## src/rtl/hamming_pkg.sv

```systemverilog
// Shared helpers for the SECDED decoder: parity-width sizing, Hamming
// position mapping and decode-status encoding.
package hamming_pkg;

  // Decode status of one codeword.
  localparam logic [1:0] ST_CLEAN = 2'd0;  // no error
  localparam logic [1:0] ST_CORR  = 2'd1;  // single error in positions 1..N, flipped
  localparam logic [1:0] ST_PAR   = 2'd2;  // single error in the overall-parity bit
  localparam logic [1:0] ST_DBL   = 2'd3;  // uncorrectable

  // Smallest P with 2^P >= data_w + P + 1.
  function automatic int unsigned calc_par_w(input int unsigned data_w);
    int unsigned p;
    p = 1;
    for (int unsigned i = 0; i < 32; i++) begin
      if ((32'd1 << p) < data_w + p + 1) p = p + 1;
    end
    return p;
  endfunction

  // Parity bits live at power-of-two positions.
  function automatic logic is_pow2(input int unsigned pos);
    return (pos != 0) && ((pos & (pos - 1)) == 0);
  endfunction

  // Hamming position (1-based) of data bit idx; data fills non-power-of-two slots.
  function automatic int unsigned data_pos(input int unsigned idx);
    int unsigned pos;
    int unsigned cnt;
    pos = 0;
    cnt = 0;
    for (int unsigned p = 1; p < 256; p++) begin
      if (!is_pow2(p)) begin
        if (cnt == idx && pos == 0) pos = p;
        cnt = cnt + 1;
      end
    end
    return pos;
  endfunction

endpackage

```

## src/rtl/hamming_syndrome.sv

```systemverilog
// Combinational syndrome / overall-parity check of an extended Hamming codeword.
// Ports: code - codeword (bit i-1 = position i, top bit = overall parity)
//        syn  - XOR of the positions of all set bits 1..N
//        par  - XOR of every codeword bit (1 = odd number of flips)
module hamming_syndrome #(
  parameter int unsigned CODE_W = 8,
  parameter int unsigned SYN_W  = 3
) (
  input  logic [CODE_W-1:0] code,
  output logic [SYN_W-1:0]  syn,
  output logic              par
);

  // Syndrome accumulation over Hamming positions 1..N.
  always_comb begin
    syn = '0;
    for (int unsigned i = 1; i < CODE_W; i++) begin
      if (code[i-1]) syn = syn ^ SYN_W'(i);
    end
  end

  assign par = ^code;

endmodule

```

## src/rtl/hamming_secded_decoder.sv

```systemverilog
// Two-stage pipelined SECDED decoder with valid/ready streaming and
// saturating correction / double-error statistics.
// Ports: clk, rst_n (async active-low)
//        in_valid/in_ready/in_code     - codeword input stream
//        out_valid/out_ready           - result output stream
//        out_data/out_corr/out_dbl/out_err_pos - corrected payload and status
//        cnt_clr                       - synchronous clear of the counters
//        corr_cnt/dbl_cnt              - saturating counts of delivered words
module hamming_secded_decoder
  import hamming_pkg::*;
#(
  parameter  int unsigned DATA_W = 4,
  parameter  int unsigned CNT_W  = 16,
  localparam int unsigned PAR_W  = calc_par_w(DATA_W),
  localparam int unsigned N      = DATA_W + PAR_W,
  localparam int unsigned CODE_W = N + 1
) (
  input  logic              clk,
  input  logic              rst_n,
  input  logic              in_valid,
  output logic              in_ready,
  input  logic [CODE_W-1:0] in_code,
  output logic              out_valid,
  input  logic              out_ready,
  output logic [DATA_W-1:0] out_data,
  output logic              out_corr,
  output logic              out_dbl,
  output logic [PAR_W-1:0]  out_err_pos,
  input  logic              cnt_clr,
  output logic [CNT_W-1:0]  corr_cnt,
  output logic [CNT_W-1:0]  dbl_cnt
);

  logic              s1_valid;
  logic [CODE_W-1:0] s1_code;
  logic              s2_load;
  logic [PAR_W-1:0]  syn;
  logic              par;
  logic [1:0]        status_c;
  logic              flip_c;
  logic [DATA_W-1:0] data_c;

  // Output stage takes a word when empty or draining; stage 1 follows it.
  assign s2_load  = !out_valid || out_ready;
  assign in_ready = !s1_valid || s2_load;

  // Stage 1: capture the raw codeword.
  always_ff @(posedge clk or negedge rst_n) begin
    if (!rst_n) begin
      s1_valid <= 1'b0;
      s1_code  <= '0;
    end else if (in_ready) begin
      s1_valid <= in_valid;
      if (in_valid) s1_code <= in_code;
    end
  end

  hamming_syndrome #(
    .CODE_W (CODE_W),
    .SYN_W  (PAR_W)
  ) u_syndrome (
    .code (s1_code),
    .syn  (syn),
    .par  (par)
  );

  // Classify the stage-1 word; syndromes beyond N cannot come from one flip.
  always_comb begin
    status_c = ST_CLEAN;
    if (par) begin
      if (syn == '0)                status_c = ST_PAR;
      else if (syn <= PAR_W'(N))    status_c = ST_CORR;
      else                          status_c = ST_DBL;
    end else if (syn != '0) begin
      status_c = ST_DBL;
    end
  end

  assign flip_c = (status_c == ST_CORR);

  // Extract payload, flipping the data slot the syndrome points at.
  for (genvar k = 0; k < DATA_W; k++) begin : g_data
    localparam int unsigned POS = data_pos(k);
    assign data_c[k] = s1_code[POS-1] ^ (flip_c && (syn == PAR_W'(POS)));
  end

  // Stage 2: registered decode result.
  always_ff @(posedge clk or negedge rst_n) begin
    if (!rst_n) begin
      out_valid   <= 1'b0;
      out_data    <= '0;
      out_corr    <= 1'b0;
      out_dbl     <= 1'b0;
      out_err_pos <= '0;
    end else if (s2_load) begin
      out_valid <= s1_valid;
      if (s1_valid) begin
        out_data    <= data_c;
        out_corr    <= (status_c == ST_CORR) || (status_c == ST_PAR);
        out_dbl     <= (status_c == ST_DBL);
        out_err_pos <= syn;
      end
    end
  end

  // Saturating statistics, counted on delivery; clear has priority.
  always_ff @(posedge clk or negedge rst_n) begin
    if (!rst_n) begin
      corr_cnt <= '0;
      dbl_cnt  <= '0;
    end else if (cnt_clr) begin
      corr_cnt <= '0;
      dbl_cnt  <= '0;
    end else if (out_valid && out_ready) begin
      if (out_corr && (corr_cnt != '1)) corr_cnt <= corr_cnt + CNT_W'(1);
      if (out_dbl  && (dbl_cnt  != '1)) dbl_cnt  <= dbl_cnt  + CNT_W'(1);
    end
  end

endmodule

```

## config.mk

```make
export PLATFORM = sky130hd
export DESIGN_NAME = hamming_secded_decoder
export DESIGN_NICKNAME = d
export VERILOG_FILES = /design/src/rtl/hamming_pkg.sv /design/src/rtl/hamming_syndrome.sv /design/src/rtl/hamming_secded_decoder.sv
export SDC_FILE = /design/constraint.sdc
export NUM_CORES = 1
export LEC_CHECK = 0
export CELL_PAD_IN_SITES_DETAIL_PLACEMENT = 1
export CELL_PAD_IN_SITES_GLOBAL_PLACEMENT = 2
export CORE_MARGIN = 2
export CORE_UTILIZATION = 33
export CTS_BUF_LIST = sky130_fd_sc_hd__clkbuf_16
export DETAILED_ROUTE_END_ITERATION = 10
export PLACE_DENSITY = 0.79
export SETUP_SLACK_MARGIN = 0.05
export SLEW_MARGIN = 10
export SYNTH_ARGS = -nofsm -noshare
export SYNTH_HDL_FRONTEND = slang
export SYNTH_HIERARCHICAL = 1
export SYNTH_SLANG_ARGS = --single-unit
```

## constraint.sdc

```tcl
create_clock -name clk -period 2.84 [get_ports clk]
set_clock_uncertainty 0.15 [all_clocks]
set_input_delay 0.426 -clock clk [delete_from_list [all_inputs] [get_ports clk]]
set_output_delay 0.426 -clock clk [all_outputs]
set_load 0.02 [all_outputs]
```

==> reports/qor.log <==
qor: setup_path.cpMaxStageDelayCell sky130_fd_sc_hd__xnor3_2
qor: logic_synthesis.xor_and_xnor_fraction_of_the_mapped_netlist_area 6.14%
qor: global_routing.grt_start_max_net_pins 41
qor: cells_and_area.final_layout_size_suffix_gt1_share 15.1%
qor: sta.grt_setup_unrepaired false
qor: power_and_ir_drop.post-layout-total-power 2.23 mW
qor: logic_synthesis.synth_cell_type_count 47
qor: floorplan.chipHeight 96.6 um
qor: drt.detailroute.via_count 2,350
qor: global_routing.gr-total-overflow 0
qor: setup_path.worst_ep_arrival_time 2660 ps
qor: global_routing.grt_usage 15.7%
qor: logic_synthesis.area_fraction_in_compound_gates_after_synthesis 10.2%
qor: power_and_ir_drop.power_per_cell_area 604 mW/mm^2
qor: sta.timing.final.crit_period 2610 ps
qor: run_status.outcome complete, no violations
qor: setup_path.critical_path_peak_fanout 6
qor: global_routing.first_pass_grt_wire_length 12,200 um
qor: min_path.hold_path.class in -> async
qor: placement.hpwl 5230 um
qor: logic_synthesis.post_synth_fa_ha_maj_area_fraction 1.77%
qor: setup_path.crit_chain xnor3_2, xnor2_2, or3_4, xor2_2, inv_1, ha_1, nand4b_1, xor2_1, o21ai_0
qor: floorplan.initial_utilization 34.3%
qor: logic_synthesis.yosys_warnings 6
qor: logic_synthesis.synth_simple_gate_area_share 23.9%
qor: clock_tree.cts_post_setup_buffers_inserted 0
qor: clock_tree.clock_tree.htree_level_count 2
qor: logic_synthesis.asyncSetResetFlopFracSynth 100%
qor: logic_synthesis.synthesized_flop_and_latch_total 51
qor: clock_tree.worstSkewPairLatency 280 ps
qor: cells_and_area.final_design_area_no_fill 0.00370 mm^2
qor: setup_path.critPathLaunchType flip-flop
qor: power_and_ir_drop.leakagePower 1.47 nW
qor: sta.clock.fmax 383 MHz
qor: placement.place_congestion 0.784
qor: setup_path.cpPeakStageDelay 470 ps
qor: logic_synthesis.mappedNetlistNets 290
qor: global_routing.via_count_of_the_first_global_routing_pass 2,458
qor: drt.drc 0
qor: cells_and_area.area_growth 30.6%
qor: floorplan.die_area 0.00934 mm^2
qor: floorplan.die_w 96.6 um
qor: sta.timing.final.setup_violations 0
qor: logic_synthesis.netlist_area 0.00283 mm^2
qor: clock_tree.clock_tree.buffer_depth 2
qor: sta.report.final.hold_viol_count 0
qor: power_and_ir_drop.ir_worst_vdd 0.312 mV
qor: logic_synthesis.synth.area.top_cells sky130_fd_sc_hd__dfrtp_1 45%, sky130_fd_sc_hd__mux2_2 10%, sky130_fd_sc_hd__nor2b_1 2.9%
qor: floorplan.coreArea 0.00826 mm^2
qor: logic_synthesis.synth_top_family_by_area simple AND/OR/NAND/NOR gates
qor: floorplan.floorplan.io_pins 56
qor: clock_tree.clock_sinks 51
qor: sta.setup_tns 0 ps
qor: placement.placedInstanceArea 0.00354 mm^2
qor: placement.count_of_port_buffers_added_during_placement 55
qor: drt.detail_route.wl_per_cell 16.4 um
qor: sta.post-route-period-util 91.9%
qor: run.maxCapViolCount 0
qor: clock_tree.cts_tree built
qor: global_routing.antenna_found_initial 0
qor: logic_synthesis.synthDominantAreaCellType sky130_fd_sc_hd__dfrtp_1
qor: setup_path.cp.required 2890 ps
qor: logic_synthesis.synthDominantCellAreaShare 45.1%
qor: drt.first_iter_violations 49
qor: clock_tree.numCtsBuffers 5
qor: logic_synthesis.yosys_most_used_dff sky130_fd_sc_hd__dfrtp_1
qor: setup_path.cp_top_family XOR/XNOR gates
qor: logic_synthesis.synth-seq-area-share 45.1%
qor: clock_tree.clk_transition_reported_paths 60 ps
qor: sta.max-slew-margin-rel 58.7%
qor: cells_and_area.antenna_cells_inserted 0
qor: floorplan.row_count 33
qor: cells_and_area.layout_common_cells 54 x sky130_fd_sc_hd__clkdlybuf4s50_1, 50 x sky130_fd_sc_hd__dfrtp_1, 26 x sky130_fd_sc_hd__mux2_2, 21 x sky130_fd_sc_hd__nand2_1
qor: sta.final_max_slew_viol_count 0
qor: cells_and_area.mostFrequentLayoutCell sky130_fd_sc_hd__clkdlybuf4s50_1
qor: drt.antenna_left 0
qor: logic_synthesis.synth_mux_area_share 11.0%
qor: logic_synthesis.postSynthCellCount 273
qor: drt.route.detailed.vias_per_inst 5.39
qor: sta.worst_pin_slew 620 ps
qor: cells_and_area.num-nets-final 349
qor: setup_path.buffer_and_inverter_count_on_the_worst_path 1
qor: clock_tree.clk_root_buffer_cell sky130_fd_sc_hd__clkbuf_16
qor: logic_synthesis.per_instance_average_area_after_synthesis 10.4 um^2
qor: logic_synthesis.synth_edf_count 0
qor: setup_path.critical_path_class reg -> reg
qor: drt.dr.pass1.iters 4
qor: drt.routed_wirelength 7160 um
qor: setup_path.worst_setup_path_end_kind flip-flop
routing by layer:
| layer | GRT usage (%) | routed length (um) | up-vias |
|---|---|---|---|
| li1 | - | - | 1133 |
| met1 | 20.7 | 3260 | 1175 |
| met2 | 26.5 | 3590 | 36 |
| met3 | 3.32 | 243 | 6 |
| met4 | 3.90 | 73 | 0 |
| met5 | 0 | 0 | - |
through the flow:
stage	hold slack (ps)	std cells	util, %	setup slack [ps]
3_3_place_gp	326	430	42.9	233
2_1_floorplan	-19.6	273	-	363
4_1_cts	20.6	436	44.4	53.3
3_5_place_dp	330	430	42.9	111
6_report	2.67	436	44.8	230
5_1_grt	48.3	436	44.8	61.2
state kept, by name, summed over array words and instances, names as in the netlist:
register,count
out_valid,1
dbl_cnt,16
out_data,4
corr_cnt,16
s1_valid,1
out_err_pos,3
s1_code,8
out_dbl,1
out_corr,1
kinds of logic after synthesis:
logic type / count (synthesis)
AOI/OAI and AO/OA: 45
muxes: 28
adders and majority gates: 4
xor gates and xnor gates: 15
buffers and inverters: 13
DFF: 51
and+or+nand+nor: 117
what timing repair did:
action / CTS / global route
endpoints found under the setup margin: 0 / 4
hold buffers: 0 / 0
resized for setup: 0 / 5
path summary, 6_finish.rpt:
check                                        start                 endpoint  slack [ps]  cells after the start
setup / recovery            s1_code[6]$_DFFE_PN0P_  out_data[0]$_DFFE_PN0P_         230                      9
hold / removal                               rst_n  dbl_cnt[14]$_DFFE_PN0P_           3                      1
setup reg to reg            s1_code[6]$_DFFE_PN0P_  out_data[0]$_DFFE_PN0P_         230                      9
hold reg to reg            out_data[2]$_DFFE_PN0P_  out_data[2]$_DFFE_PN0P_         350                      2
max in group asynchronous                    rst_n   s1_code[6]$_DFFE_PN0P_        1950                      2
min in group clk           out_data[2]$_DFFE_PN0P_  out_data[2]$_DFFE_PN0P_         350                      2
layout make-up:
cell class	count	area [um^2]
clock buffers	5	125
clock inverters	1	3.75
fillers	928	4560
inverters	4	15.0
multi-input cells	209	1530
flip-flops and latches	51	1280
well taps	105	131
repair buffers	61	616
synth_stat cells, types with 5 or more instances:
library cell,count
sky130_fd_sc_hd__o31ai_1,6
sky130_fd_sc_hd__clkbuf_1,6
sky130_fd_sc_hd__nor2b_1,13
sky130_fd_sc_hd__o21ai_0,10
sky130_fd_sc_hd__or4_1,7
sky130_fd_sc_hd__xnor2_1,5
sky130_fd_sc_hd__xor2_1,7
sky130_fd_sc_hd__nand3_1,13
sky130_fd_sc_hd__nor2_1,15
sky130_fd_sc_hd__nor4_1,5
sky130_fd_sc_hd__and3_1,8
sky130_fd_sc_hd__a21oi_1,15
sky130_fd_sc_hd__mux2_2,26
sky130_fd_sc_hd__dfrtp_1,51
sky130_fd_sc_hd__nand2_1,21
sky130_fd_sc_hd__nand4_1,7
report_power, final:
| part | internal (mW) | total (mW) | switching (mW) |
|---|---|---|---|
| Sequential | 0.819 | 0.897 | 0.0782 |
| Clock | 0.314 | 0.561 | 0.247 |
| Combinational | 0.392 | 0.776 | 0.384 |
| Total | 1.52 | 2.23 | 0.709 |
No activity file was read; power rests on OpenSTA's default activity.
